`config.mk`:
```
export PLATFORM = sky130hd
export DESIGN_NAME = median_sort_engine
export DESIGN_NICKNAME = d
export VERILOG_FILES = /design/src/rtl/median_sort_engine_pkg.sv /design/src/rtl/median_sort_engine_cmp_swap.sv /design/src/rtl/median_sort_engine.sv
export SDC_FILE = /design/constraint.sdc
export NUM_CORES = 1
export LEC_CHECK = 0
export CORE_UTILIZATION = 35
export DETAILED_ROUTE_END_ITERATION = 7
export PLACE_DENSITY = 0.55
export SLEW_MARGIN = 15
export SYNTH_ARGS = -nofsm -noshare
export SYNTH_HDL_FRONTEND = slang
export SYNTH_SLANG_ARGS = --single-unit
```
`constraint.sdc`:
```
create_clock -name CLK -period 13.5 [get_ports CLK]
set_input_delay 2.025 -clock CLK [delete_from_list [all_inputs] [get_ports CLK]]
set_output_delay 2.025 -clock CLK [all_outputs]
set_load 0.05 [all_outputs]
```
`src/rtl/median_sort_engine_pkg.sv`:
```
// Shared constants and state type for the median filter sort engine.
package median_sort_engine_pkg;

   localparam int unsigned MF_WINDOW_SIZE = 9;
   localparam int unsigned MF_MEDIAN_IDX  = 4;
   localparam int unsigned MF_DATA_WIDTH  = 8;
   localparam int unsigned MF_SORT_CYCLES = 36;

   typedef enum logic {
      StIdle,
      StSort
   } mf_state_e;

endpackage

```
`src/rtl/median_sort_engine_cmp_swap.sv`:
```
// Combinational compare-swap: orders two unsigned values; equal inputs pass through unswapped.
module median_sort_engine_cmp_swap
   import median_sort_engine_pkg::*;
#(
   parameter int unsigned DATA_WIDTH = MF_DATA_WIDTH
) (
   input  logic [DATA_WIDTH-1:0] a_i,
   input  logic [DATA_WIDTH-1:0] b_i,
   output logic [DATA_WIDTH-1:0] lo_o,
   output logic [DATA_WIDTH-1:0] hi_o
);

   logic swap;

   assign swap = a_i > b_i;
   assign lo_o = swap ? b_i : a_i;
   assign hi_o = swap ? a_i : b_i;

endmodule

```
`src/rtl/median_sort_engine.sv`:
```
// Window buffer plus sequential bubble sort; one compare-swap per clock, median reported on a pulse.
module median_sort_engine
   import median_sort_engine_pkg::*;
#(
   parameter int unsigned DATA_WIDTH  = MF_DATA_WIDTH,
   parameter int unsigned WINDOW_SIZE = MF_WINDOW_SIZE,
   parameter int unsigned MEDIAN_IDX  = MF_MEDIAN_IDX
) (
   input  logic                  CLK,
   input  logic                  RST,
   input  logic                  wr_en,
   input  logic [3:0]            wr_addr,
   input  logic [DATA_WIDTH-1:0] wr_data,
   input  logic                  start_bubble_sort,
   output logic                  busy,
   output logic [DATA_WIDTH-1:0] median_out,
   output logic                  median_valid
);

   localparam logic [3:0] LastAddr = 4'(WINDOW_SIZE - 1);
   // Highest pass index; also the highest j in pass 0.
   localparam logic [2:0] LastPass = 3'(WINDOW_SIZE - 2);

   mf_state_e             state_q, state_d;
   logic [2:0]            pass_q, pass_d;
   logic [2:0]            j_q, j_d;
   logic [DATA_WIDTH-1:0] win_q [WINDOW_SIZE];
   logic [DATA_WIDTH-1:0] win_d [WINDOW_SIZE];
   logic [DATA_WIDTH-1:0] median_q, median_d;
   logic                  valid_q, valid_d;

   logic [3:0]            idx_lo, idx_hi;
   logic [DATA_WIDTH-1:0] cmp_lo, cmp_hi;

   assign idx_lo = {1'b0, j_q};
   assign idx_hi = idx_lo + 4'd1;

   median_sort_engine_cmp_swap #(
      .DATA_WIDTH(DATA_WIDTH)
   ) u_cmp_swap (
      .a_i (win_q[idx_lo]),
      .b_i (win_q[idx_hi]),
      .lo_o(cmp_lo),
      .hi_o(cmp_hi)
   );

   always_comb begin
      state_d  = state_q;
      pass_d   = pass_q;
      j_d      = j_q;
      win_d    = win_q;
      median_d = median_q;
      valid_d  = 1'b0;
      unique case (state_q)
         StIdle: begin
            if (wr_en && (wr_addr <= LastAddr)) begin
               win_d[wr_addr] = wr_data;
            end
            if (start_bubble_sort) begin
               state_d = StSort;
               pass_d  = '0;
               j_d     = '0;
            end
         end
         StSort: begin
            win_d[idx_lo] = cmp_lo;
            win_d[idx_hi] = cmp_hi;
            if (j_q == (LastPass - pass_q)) begin
               j_d = '0;
               if (pass_q == LastPass) begin
                  // Median slot settled several passes ago; last compare only touches 0/1.
                  state_d  = StIdle;
                  pass_d   = '0;
                  median_d = win_q[MEDIAN_IDX];
                  valid_d  = 1'b1;
               end else begin
                  pass_d = pass_q + 3'd1;
               end
            end else begin
               j_d = j_q + 3'd1;
            end
         end
         default: state_d = StIdle;
      endcase
   end

   always_ff @(posedge CLK or negedge RST) begin
      if (!RST) begin
         state_q  <= StIdle;
         pass_q   <= '0;
         j_q      <= '0;
         win_q    <= '{default: '0};
         median_q <= '0;
         valid_q  <= 1'b0;
      end else begin
         state_q  <= state_d;
         pass_q   <= pass_d;
         j_q      <= j_d;
         win_q    <= win_d;
         median_q <= median_d;
         valid_q  <= valid_d;
      end
   end

   assign busy         = (state_q == StSort);
   assign median_out   = median_q;
   assign median_valid = valid_q;

endmodule

```
==> impl_metrics.csv <==
group,metric,value,unit
run_status,status,"finished, final reports clean",
sta,setup_viol,0,
sta,slew_violations,0,
layout,areaGrowthSynthToFinish,9.129,%
detailed_routing,vias_per_cell,6.627,
placement,gp_congestion,0.9793,
setup_path,cpPeakStageDelay,1.07,ns
global_route,grt_max_degree,97,
layout,layout-drive-gt1-share,13.65,%
synth,async_reset_ff_share,100.0,%
floorplan,die_w,142.5,um
floorplan,start_util,35.61,%
global_route,grt_overflow,0,
global_route,grt_usage,27.55,%
clock_network,post_cts_resized,0,
synth,yosys.area.top_type,"dfrtp_1",
run,drv_cap,0,
sta,whs,0.4889,ns
setup_path,crit_path_start_kind,"flip-flop",
floorplan,core-area,0.01940,mm^2
setup_path,cp_num_buf_inv,4,
sta,worst_slew_pin_slew,1.088,ns
setup_path,critPathKind,"reg -> reg",
layout,diodes,0,
global_route,grt_pass1_vias,6470,
synth,ys_seq_elements,88,
setup_path,path_depth,14,
worst_hold_path,worst_hold_path.num_cells,1,
clock_network,cts.sink_count,88,
setup_path,cp_cell_sequence,"buf_4, inv_1, ha_1, nor4_2, a221o_1, inv_1, ha_1, and4_1, o31ai_1, or2_2, buf_4, mux2i_1, a221oi_1, nor2_1",
synth,netlist_area,0.006908,mm^2
setup_path,critPathLaunch,"j_q[0]",
detailed_routing,wl_per_cell,26.64,um
setup_path,r2r_start,"j_q[0]",
sta,rsz0062_at_grt,"false",
detailed_routing,drc,0,
sta,max_freq,138.4,MHz
detailed_routing,drtAntennaViolNets,0,
sta,skew,0.008235,ns
detailed_routing,routed_wl,26.96,mm
detailed_routing,vias,6707,
setup_path,cp_slowest_cell,"nor4_2",
clock_network,cts-root-buf,"clkbuf_16",
sta,finalCriticalPeriod,7.223,ns
floorplan,ios,26,
setup_path,crit_arrival,7.51,ns
clock_network,holdBufCountCts,0,
setup_path,r2r_cells,14,
clock_network,htree_levels,3,
detailed_routing,first_pass_iters,6,
sta,fin_setup_tns,0,ns
synth,synth_most_common_cell,"nor2_1",
setup_path,endpoint_kind,"flip-flop",
sta,hold_viol,0,
layout,fillers,1985,
synth,postSynthCellCount,749,
floorplan,die_area,0.02030,mm^2
synth,synth_edf_count,0,
synth,yosys-top-cells-count,"nor2_1, dfrtp_1, nand2_1, o21ai_0, nand3_1",
placement,numPortBuffers,25,
global_route,grt_pass1_wl,41.12,mm
clock_network,cts.clk_slew.worst_paths,0.07,ns
worst_hold_path,min_path_type,"reg -> reg",
setup_path,critical-path-top-delay-family,"simple AND/OR/NAND/NOR gates",
clock_network,cts_tree,"yes",
detailed_routing,initialDrtViolationCount,820,
clock_network,clk_latency,0.36,ns
synth,ys_warn_count,0,
synth,yosysUniqueCellTypes,83,
floorplan,die_h,142.5,um
synth,syn_nets,779,
setup_path,cp_max_fo,41,
synth,ys.flop_type,"dfrtp_1",
synth,ys_top_cells_by_area,"dfrtp_1, mux4_2, nor2_1, mux2i_1, o21ai_0",
synth,yosysTopAreaCellShare,31.88,%
floorplan,rows,51,
synth,avgSynthCellArea,9.223,um^2
synth,yosysSeqAreaShare,31.88,%
clock_network,cts_made_buffers,9,
layout,nets,772,
global_route,antenna_found_initial,0,
worst_hold_path,hp-start,"median_out[4]",
clock_network,post_cts_buffers,0,
setup_path,required,13.78,ns
sta,relSlewSlack,26.83,%
sta,finalCritPeriodShare,53.51,%
clock_network,clockBufferDepth,2,
placement,hpwl,18.90,mm
layout make-up:
| class | instances | area [um^2] | area share [%] |
|---|---|---|---|
| multi-input combinational | 586 | 4304 | 57.10 |
| sequential | 88 | 2203 | 29.23 |
| tap | 265 | 331.6 | 4.398 |
| timing repair buffer | 35 | 322.8 | 4.282 |
| clock buffer | 12 | 266.5 | 3.535 |
| inverter | 22 | 82.58 | 1.095 |
| clock inverter | 4 | 27.53 | 0.3651 |
worst reg2reg max path: stages (launching register included):
cell and delay [ns]:
dfrtp_1 0.32, buf_4 0.46, inv_1 0.46, ha_1 0.82, nor4_2 1.07, a221o_1 0.61, inv_1 0.13, ha_1 0.32
and4_1 0.20, o31ai_1 0.45, or2_2 0.62, buf_4 0.48, mux2i_1 0.82, a221oi_1 0.23, nor2_1 0.14
placed cells by master, fill, tap and decap left out, types with 11 or more instances in the layout:
master	count
inv_1	20
o21ai_0	51
o22ai_1	17
a221oi_1	15
clkdlybuf4s50_1	24
nand3_1	34
dfrtp_1	87
nand2_1	57
a31oi_1	14
ha_1	14
a22oi_1	17
nor2_1	100
mux4_2	23
o221ai_1	11
mux2i_1	32
buf_4	11
a21oi_1	31
state kept, by name, indices dropped and copies added (netlist names):
name,count
j_q,3
median_valid,1
busy,1
win_q,72
median_out,8
pass_q,3
worst paths after layout:
check	slack [ns]	end
setup / recovery	6.28	win_q[24]
hold / removal	0.49	median_out[4]
setup reg to reg	6.28	win_q[24]
hold reg to reg	0.49	median_out[4]
max in group asynchronous	10.71	win_q[24]
min in group asynchronous	1.55	j_q[0]
stage by stage:
step | std cells | utilization, % | worst slack (ns) | instance area, um^2
2_1_floorplan | 749 | - | 9.215 | 6908
3_3_place_gp | 996 | 37.35 | 6.828 | 7244
3_5_place_dp | 996 | 37.35 | 6.529 | 7244
4_1_cts | 1012 | 38.86 | 6.496 | 7538
5_1_grt | 1012 | 38.86 | 6.002 | 7538
6_report | 1012 | 38.86 | 6.277 | 7538
routing by layer:
metal / up-vias / wire length (um) / global-route usage, %
met5: - / 0 / 0
met4: 0 / 979 / 12.39
met3: 67 / 3067 / 5.619
met2: 484 / 11860 / 41.80
met1: 3321 / 11060 / 37.63
li1: 2835 / - / -
cell families after synthesis:
kind of cell | Yosys count | synth area share, %
AO/OA/AOI/OAI | 241 | 25.05
XOR/XNOR | 5 | 0.7426
adder cells (fa/ha/maj) | 14 | 2.536
buffers and inverters | 75 | 5.869
flip-flops | 88 | 31.88
multiplexers | 78 | 17.13
AND/OR/NAND/NOR | 248 | 16.79
Power is not shown: default switching activity piles up to over one toggle a cycle in this logic, so the estimate is an artifact.
